**config.mk**
```make
export PLATFORM = sky130hd
export DESIGN_NAME = id_ex_stage
export DESIGN_NICKNAME = d
export VERILOG_FILES = /design/src/rtl/id_ex_stage_pkg.sv /design/src/rtl/id_ex_stage_fwd_unit.sv /design/src/rtl/id_ex_stage.sv
export SDC_FILE = /design/constraint.sdc
export NUM_CORES = 1
export LEC_CHECK = 0
export BUFFER_PORTS_ARGS = -buffer_cell sky130_fd_sc_hd__buf_4
export CAP_MARGIN = 20
export CELL_PAD_IN_SITES_DETAIL_PLACEMENT = 2
export CELL_PAD_IN_SITES_GLOBAL_PLACEMENT = 2
export CORE_ASPECT_RATIO = 0.5
export CORE_MARGIN = 2
export CORE_UTILIZATION = 26
export CTS_BUF_LIST = sky130_fd_sc_hd__clkbuf_2 sky130_fd_sc_hd__clkbuf_4 sky130_fd_sc_hd__clkbuf_8
export DETAILED_ROUTE_END_ITERATION = 6
export HOLD_SLACK_MARGIN = 0.15
export PLACE_DENSITY_LB_ADDON = 0.3
export SLEW_MARGIN = 25
export SYNTH_ARGS = -nofsm -noshare
export SYNTH_HDL_FRONTEND = slang
export SYNTH_SLANG_ARGS = --single-unit
```
**constraint.sdc**
```tcl
create_clock -name clk -period 2.35 [get_ports clk]
set_input_delay 0.235 -clock clk [delete_from_list [all_inputs] [get_ports clk]]
set_output_delay 0.235 -clock clk [all_outputs]
set_load 0.05 [all_outputs]
```
**src/rtl/id_ex_stage_pkg.sv**
```systemverilog
// id_ex_stage_pkg: shared ALU control codes, forwarding selects and default widths
package id_ex_stage_pkg;
  localparam int WIDTH_DEF = 32;
  localparam int RADDR_W_DEF = 5;
  localparam int CTRL_W_DEF = 3;
  localparam logic [2:0] ALU_AND = 3'b000;
  localparam logic [2:0] ALU_OR = 3'b001;
  localparam logic [2:0] ALU_ADD = 3'b010;
  localparam logic [2:0] ALU_SUB = 3'b110;
  localparam logic [2:0] ALU_SLT = 3'b111;
  localparam logic [1:0] FWD_REG = 2'b00;
  localparam logic [1:0] FWD_WB = 2'b01;
  localparam logic [1:0] FWD_MEM = 2'b10;
endpackage

```
**src/rtl/id_ex_stage_fwd_unit.sv**
```systemverilog
// fwd_unit: combinational forwarding selects and stall detection for the EX stage
//   in : rs_e/rt_e/write_reg_e/regwrite_e/mem_to_reg_e (EX regs), rs_d/rt_d (decode),
//        write_reg_m/regwrite_m, write_reg_w/regwrite_w (later stages)
//   out: fwd_a, fwd_b (00 reg, 01 WB, 10 MEM), lw_stall
//   ID_EX_FORWARDING_EN defined: MEM/WB forwarding plus load-use stall;
//   undefined: no forwarding, stall on any RAW dependency against the EX destination.
module fwd_unit
  import id_ex_stage_pkg::*;
#(
  parameter int RADDR_W = RADDR_W_DEF
) (
  input  logic [RADDR_W-1:0] rs_e,
  input  logic [RADDR_W-1:0] rt_e,
  input  logic [RADDR_W-1:0] write_reg_e,
  input  logic               regwrite_e,
  input  logic               mem_to_reg_e,
  input  logic [RADDR_W-1:0] rs_d,
  input  logic [RADDR_W-1:0] rt_d,
  input  logic [RADDR_W-1:0] write_reg_m,
  input  logic               regwrite_m,
  input  logic [RADDR_W-1:0] write_reg_w,
  input  logic               regwrite_w,
  output logic [1:0]         fwd_a,
  output logic [1:0]         fwd_b,
  output logic               lw_stall
);
`ifdef ID_EX_FORWARDING_EN
  // MEM is checked first so the youngest producer wins; $0 is never forwarded.
  assign fwd_a = (regwrite_m && |write_reg_m && write_reg_m == rs_e) ? FWD_MEM :
                 (regwrite_w && |write_reg_w && write_reg_w == rs_e) ? FWD_WB : FWD_REG;
  assign fwd_b = (regwrite_m && |write_reg_m && write_reg_m == rt_e) ? FWD_MEM :
                 (regwrite_w && |write_reg_w && write_reg_w == rt_e) ? FWD_WB : FWD_REG;
  assign lw_stall = mem_to_reg_e & ((rt_e == rs_d) | (rt_e == rt_d));
  logic unused_nofwd;
  assign unused_nofwd = ^{write_reg_e, regwrite_e};
`else
  assign fwd_a = FWD_REG;
  assign fwd_b = FWD_REG;
  assign lw_stall = regwrite_e & (|write_reg_e) & ((write_reg_e == rs_d) | (write_reg_e == rt_d));
  logic unused_fwd;
  assign unused_fwd = ^{rs_e, rt_e, mem_to_reg_e, write_reg_m, regwrite_m, write_reg_w, regwrite_w};
`endif
endmodule

```
**src/rtl/id_ex_stage.sv**
```systemverilog
// id_ex_stage: ID/EX pipeline register with operand forwarding muxes feeding the ALU
//   in : clk, reset (sync, active-high), StallE, FlushE, decode operands/indices/controls,
//        ALUOutM/WriteRegM/RegWriteM, ResultW/WriteRegW/RegWriteW
//   out: SrcAE, SrcBE, ALUControlE, WriteDataE, WriteRegE, RegWriteE, MemtoRegE,
//        MemWriteE, ForwardAE, ForwardBE, LwStallD
//   ID_EX_FORWARDING_EN selects forwarding (see fwd_unit); default build forwards nothing.
module id_ex_stage
  import id_ex_stage_pkg::*;
#(
  parameter int WIDTH = WIDTH_DEF,
  parameter int RADDR_W = RADDR_W_DEF,
  parameter int CTRL_W = CTRL_W_DEF
) (
  input  logic               clk,
  input  logic               reset,
  input  logic               StallE,
  input  logic               FlushE,
  input  logic [WIDTH-1:0]   RD1D,
  input  logic [WIDTH-1:0]   RD2D,
  input  logic [WIDTH-1:0]   SignImmD,
  input  logic [RADDR_W-1:0] RsD,
  input  logic [RADDR_W-1:0] RtD,
  input  logic [RADDR_W-1:0] RdD,
  input  logic [CTRL_W-1:0]  ALUControlD,
  input  logic               ALUSrcD,
  input  logic               RegDstD,
  input  logic               RegWriteD,
  input  logic               MemtoRegD,
  input  logic               MemWriteD,
  input  logic [WIDTH-1:0]   ALUOutM,
  input  logic [RADDR_W-1:0] WriteRegM,
  input  logic               RegWriteM,
  input  logic [WIDTH-1:0]   ResultW,
  input  logic [RADDR_W-1:0] WriteRegW,
  input  logic               RegWriteW,
  output logic [WIDTH-1:0]   SrcAE,
  output logic [WIDTH-1:0]   SrcBE,
  output logic [CTRL_W-1:0]  ALUControlE,
  output logic [WIDTH-1:0]   WriteDataE,
  output logic [RADDR_W-1:0] WriteRegE,
  output logic               RegWriteE,
  output logic               MemtoRegE,
  output logic               MemWriteE,
  output logic [1:0]         ForwardAE,
  output logic [1:0]         ForwardBE,
  output logic               LwStallD
);
  logic [WIDTH-1:0] rd1_e, rd2_e, imm_e;
  logic [RADDR_W-1:0] rs_e, rt_e, rd_e;
  logic alu_src_e, reg_dst_e;
  // A flush loads the same all-zero bubble as reset, so it never writes state downstream.
  always_ff @(posedge clk) begin
    if (reset || FlushE) begin
      rd1_e <= '0;
      rd2_e <= '0;
      imm_e <= '0;
      rs_e <= '0;
      rt_e <= '0;
      rd_e <= '0;
      ALUControlE <= '0;
      alu_src_e <= 1'b0;
      reg_dst_e <= 1'b0;
      RegWriteE <= 1'b0;
      MemtoRegE <= 1'b0;
      MemWriteE <= 1'b0;
    end else if (!StallE) begin
      rd1_e <= RD1D;
      rd2_e <= RD2D;
      imm_e <= SignImmD;
      rs_e <= RsD;
      rt_e <= RtD;
      rd_e <= RdD;
      ALUControlE <= ALUControlD;
      alu_src_e <= ALUSrcD;
      reg_dst_e <= RegDstD;
      RegWriteE <= RegWriteD;
      MemtoRegE <= MemtoRegD;
      MemWriteE <= MemWriteD;
    end
  end
  assign WriteRegE = reg_dst_e ? rd_e : rt_e;
  fwd_unit #(.RADDR_W(RADDR_W)) u_fwd (
    .rs_e(rs_e),
    .rt_e(rt_e),
    .write_reg_e(WriteRegE),
    .regwrite_e(RegWriteE),
    .mem_to_reg_e(MemtoRegE),
    .rs_d(RsD),
    .rt_d(RtD),
    .write_reg_m(WriteRegM),
    .regwrite_m(RegWriteM),
    .write_reg_w(WriteRegW),
    .regwrite_w(RegWriteW),
    .fwd_a(ForwardAE),
    .fwd_b(ForwardBE),
    .lw_stall(LwStallD)
  );
  always_comb begin
    SrcAE = (ForwardAE == FWD_MEM) ? ALUOutM : (ForwardAE == FWD_WB) ? ResultW : rd1_e;
    WriteDataE = (ForwardBE == FWD_MEM) ? ALUOutM : (ForwardBE == FWD_WB) ? ResultW : rd2_e;
    SrcBE = alu_src_e ? imm_e : WriteDataE;
  end
endmodule

```
---- After elaboration in Yosys (flattened, before gate mapping) ----
Cells that the tools add are included.
storage, ports and cells
  register bits ........................... 114
  bits of input ports ..................... 199
  word-level logic and storage cells ...... 20
operators by class
  equal/unequal tests ..................... 2
  bitwise gates (word level) .............. 3
  reductions and logical operators ........ 2
  mux-type cells .......................... 2
operator list
  cell                count
  2-to-1 mux 32 bit   1
  == test 5 bit       2
  2-to-1 mux 5 bit    1
  OR reduction 5 bit  1
  bitwise AND 1 bit   2
  logical OR 1 bit    1
  bitwise OR 1 bit    1

---- Longest topological paths before layout ----
  word-level depth ........................ 4
  gate-level depth with buffers ........... 6

---- Cells and area by module ----
From an unflattened synthesis, not the netlist that was laid out.
unflattened totals
  cell total of the unflattened synthesis .. 699
  area, all modules ....................... 6154.7 um^2
by module, submodules not included
  module       cells an instance  area each (um^2)  instances  seq. area each (um^2)
  id_ex_stage  677                5995.8            1          2382.3
  fwd_unit     22                 158.9             1          0.0

---- Worst setup path before layout ----
No wires, ideal clock.
  path type ............................... flip-flop to output port
  from .................................... register reg_dst_e
  to ...................................... output port LwStallD
  required time ........................... 2115 ps
  data arrival time ....................... 1853 ps
  path buffers ............................ 1
  slack ................................... 262 ps
  cell stages (with the launch flop) ...... 6
  path through ............................ dfxtp_1 > buf_6 > mux2i_2 > inv_1 > o21ai_1 > a21oi_1
between the ends
  word-level cells in the longest chain between the ends .. 4
RTL lines
  what                                                   line                        source
  from (decl)                                            id_ex_stage.sv:50           logic alu_src_e, reg_dst_e;
  from (signal assigned)                                 id_ex_stage.sv:75           reg_dst_e <= RegDstD;
  2-to-1 mux 5 bit *                                     id_ex_stage.sv:81           assign WriteRegE = reg_dst_e ? rd_e : rt_e;
  named net WriteRegE[2]                                 id_ex_stage.sv:40           output logic [RADDR_W-1:0] WriteRegE,
  == test 5 bit or OR reduction 5 bit (tied branches)    id_ex_stage_fwd_unit.sv:39  assign lw_stall = regwrite_e & (|write_reg_e) & ((write_reg_e == rs_d) | (write_reg_e == rt_d));
  bitwise OR 1 bit or bitwise AND 1 bit (tied branches)  id_ex_stage_fwd_unit.sv:39
  bitwise AND 1 bit *                                    id_ex_stage_fwd_unit.sv:39
  to (decl)                                              id_ex_stage.sv:46           output logic LwStallD
Mark *: on every way through the listed nets, which the timed path passes. The rest lies on a longest branch.

---- Worst setup path in the final report ----
  from .................................... register reg_dst_e
  to ...................................... output port LwStallD
between the ends
  word-level cells in the longest chain between the ends .. 4
RTL lines
  what                                                   line
  2-to-1 mux 5 bit *                                     id_ex_stage.sv:81
  == test 5 bit or OR reduction 5 bit (tied branches)    id_ex_stage_fwd_unit.sv:39
  bitwise OR 1 bit or bitwise AND 1 bit (tied branches)  id_ex_stage_fwd_unit.sv:39
  bitwise AND 1 bit *                                    id_ex_stage_fwd_unit.sv:39
Mark *: on every way between the ends. The rest lies on a longest branch, timed or not.

==> key figures <==
Routing
  – Max Used Layer: met4
  – Antenna Nets Post-Route: 0
  – Detailed-route via count: 4506
  – Residual DRC: 0
  – Met2 WL: roughly 11 mm
  – Initial DRC count: 71
  – Routed WL: 19.0 mm
  – WL/cell: 18.5 um
  – Metal-1 WL: between 7 and 8 mm
  – Via density: 4.38
  – 1st-pass router iterations: 3
  – Metal3 WL: 909 um

Hold path
  – Hold Path Class: in2reg

Worst setup path
  – Worst Path Arrival: between 2 and 2.5 ns
  – Req. time, crit path: around 2.1 ns
  – Cell Chain, Critical Path: buf_12, mux2i_4, xnor2_1, nor3_1, nand3_1, a21oi_2, buf_6
  – Critical Path End Type: output pin
  – CP max stage delay: 0.35 ns
  – Type of the worst setup path: reg2out
  – Crit path max fanout: 5
  – Kind of start point of the critical path: flop
  – Critical Path Slowest Stage Cell: dfxtp_2

Layout
  – Nets: around 1000
  – Filler Cell Count: 1807
  – Synthesis-to-layout area growth: 76.9%
  – Final instance area: 8230 sq um
  – Share of cells above drive strength 1: between 30% and 40%

Timing
  – Tcrit/Tclk final: 98.6%
  – Final setup violation count: 0
  – Least-Margin Pin Slew: between 0.6 and 0.7 ns
  – Clock skew: 0 ns
  – FMAX: 431 MHz
  – Final Worst Setup Slack: 0.0323 ns
  – Max_slew headroom: 57.9%
  – Final hold vios: 0
  – Min Tclk post-route: 2.32 ns
  – Slew Limit Fails: 0

Logic synthesis
  – Synth Cell Area: around 4600 sq um
  – Warnings from Yosys: 0
  – Top post-synthesis cells by area: dfxtp_1, mux2i_1, nor2_1
  – Synth top area share: approximately half
  – Cell taking the most area after synthesis: dfxtp_1
  – Number of distinct library cells after synthesis: 22
  – Sequential area share after synthesis: 49.1%
  – #FFs+latches synth: 114
  – Syn_area_per_cell: 10.6 sq um
  – Synthesized instance count: 438

Power and ir drop
  – Sequential Power Share: 41.8%
  – Clk pwr share: 37.6%
  – PwrDens: between 500 and 600 nW/um^2
  – Switch share: 28.5%
  – Maximum vdd ir drop: between 0.3 and 0.4 mV
  – Combinational power share: 20.6%
  – Psw: 1.39 mW
  – Internal: 3.49 mW
  – Leakage Power: 3.96 nW

GRT
  – Initial antenna violation count: 1
  – Vias in the first global route: 5322
  – Largest net degree at the start of global routing: 49
  – Grt total ovfl: 0
  – First-pass GRT wire length: a little under 30 mm
  – GRT Total Usage: 20.0%

Die
  – Die width: slightly below 200 um
  – Initial Util: 26.7%
  – Chip height: slightly below 100 um
  – Die Area: 19000 sq um
  – Core area: 17400 sq um
  – I/O pin total: between 300 and 400
  – Cell Rows: 34

CTS
  – Skew-Pair Late Insertion Delay: 0.42 ns
  – Clock sinks: 114
  – Root Buffer: clkbuf_8
  – CTS tree: done
  – Clk pin slew, worst setup/hold paths: 0.07 ns
  – Max clock buf depth: 2
  – CTS buffer count: 17
  – H-tree Lvls: 4

Placed design
  – Placed instance area: 6610 sq um
  – HPWL Detailed: 10.9 mm
  – Final GP Congestion: 0.711
  – Pre-CTS setup slack: 0.498 ns
  – IO Port Bufs: 230

Outcome
  – Status: complete, no violations

Run
  – Max-cap viol count: 0
==> flip-flops by register name (all words and copies together), names as in the netlist <==
name	count
rd1_e	32
ALUControlE	3
rd_e	5
RegWriteE	1
alu_src_e	1
rt_e	5
MemWriteE	1
imm_e	32
reg_dst_e	1
rd2_e	32
MemtoRegE	1
==> through the flow <==
stage	power, mW	cells	hold slack [ns]	utilization [%]	setup TNS (ns)
detailed placement	2.90	877	0.474	37.9	0
global route	5.11	1028	0.318	47.2	-0.0837
CTS	4.91	1021	0.292	46.6	0
finish	4.89	1028	0.326	47.2	0
floorplan	2.57	441	0.379	-	0
global placement	2.88	877	0.462	37.9	0
==> layer usage <==
layer / vias up / GRT usage [%]
met5: - / 0
met4: 0 / 6.53
li1: 2139 / -
met1: 2211 / 20.1
met2: 126 / 39.8
met3: 30 / 5.20
==> layout by cell type (no fill, tap or decap) <==
| master | n |
|---|---|
| conb_1 | 4 |
| diode_2 | 1 |
| o21ai_1 | 1 |
| a21oi_2 | 1 |
| buf_4 | 235 |
| xnor2_1 | 6 |
| buf_12 | 6 |
| dfxtp_2 | 2 |
| inv_1 | 5 |
| nand3_1 | 2 |
| dlygate4sd3_1 | 114 |
| xor2_1 | 4 |
| clkbuf_8 | 23 |
| clkbuf_4 | 2 |
| mux2i_1 | 114 |
| or2_4 | 1 |
| nor3_1 | 1 |
| nor2_1 | 114 |
| clkinv_2 | 4 |
| nand4_1 | 1 |
| mux2i_4 | 5 |
| buf_6 | 2 |
| nor3_2 | 1 |
| mux2_2 | 32 |
| dfxtp_1 | 112 |
| bufinv_16 | 1 |
==> Yosys cell counts (all sizes together) <==
library cell  count
xor2              4
conb              1
nand3             2
xnor2             6
buf              27
inv               5
nor2            114
mux2i           119
o21ai             1
nor3              2
a21oi             1
mux2             32
dfxtp           114
clkbuf            8
or2               1
nand4             1
==> layout make-up <==
class,instances,area (sq um),share of cell area (%)
antenna,1,2.50,0.0304
clock buffer,25,332,4.03
clock inverter,5,50.0,0.608
inverter,5,18.8,0.228
multi-input combinational,287,2200,26.7
sequential,114,2280,27.8
tap,234,293,3.56
timing repair buffer,357,3050,37.0
==> worst max-delay path, delay by kind of cell, from the launching register on <==
family	cells	cell delay, ns
muxes	1	0.29
and+or+nand+nor	2	0.39
xor gates and xnor gates	1	0.11
buffers and inverters	2	0.33
DFF	1	0.35
AOI/OAI and AO/OA	1	0.19
==> worst paths after layout <==
check | cells after the start | slack [ns] | from | end
hold / removal | 3 | 0.33 | StallE | rd2_e[0]
hold reg to reg | 2 | 0.49 | imm_e[25] | imm_e[25]
setup / recovery | 7 | 0.03 | reg_dst_e | LwStallD
setup reg to reg | 2 | 1.57 | rd2_e[10] | rd2_e[10]
==> power groups by stage <==
stage | Clock (mW) | Combinational [mW] | Sequential (mW)
3_5_place_dp | 0 | 0.819 | 2.08
2_1_floorplan | 0 | 0.367 | 2.21
6_report | 1.84 | 1.01 | 2.04
4_1_cts | 1.89 | 0.981 | 2.04
5_1_grt | 2.00 | 1.07 | 2.05
3_3_place_gp | 0 | 0.802 | 2.08
==> kinds of logic after synthesis <==
family / after synthesis / share of synthesized area [%]
multiplexers: 151 / 34.3
XOR/XNOR: 10 / 1.88
buffers and inverters: 40 / 4.47
other: 1 / 0.0807
AND/OR/NAND/NOR: 120 / 10.0
flip-flops: 114 / 49.1
AO/OA/AOI/OAI: 2 / 0.215
==> repair_timing <==
action	in CTS	in global routing
hold endpoints to repair	114	0
setup buffers	0	6
hold buffers	114	0
gates resized for setup	0	9
endpoints found under the setup margin	0	1
Note: power is estimated with default switching activity, not from simulation.
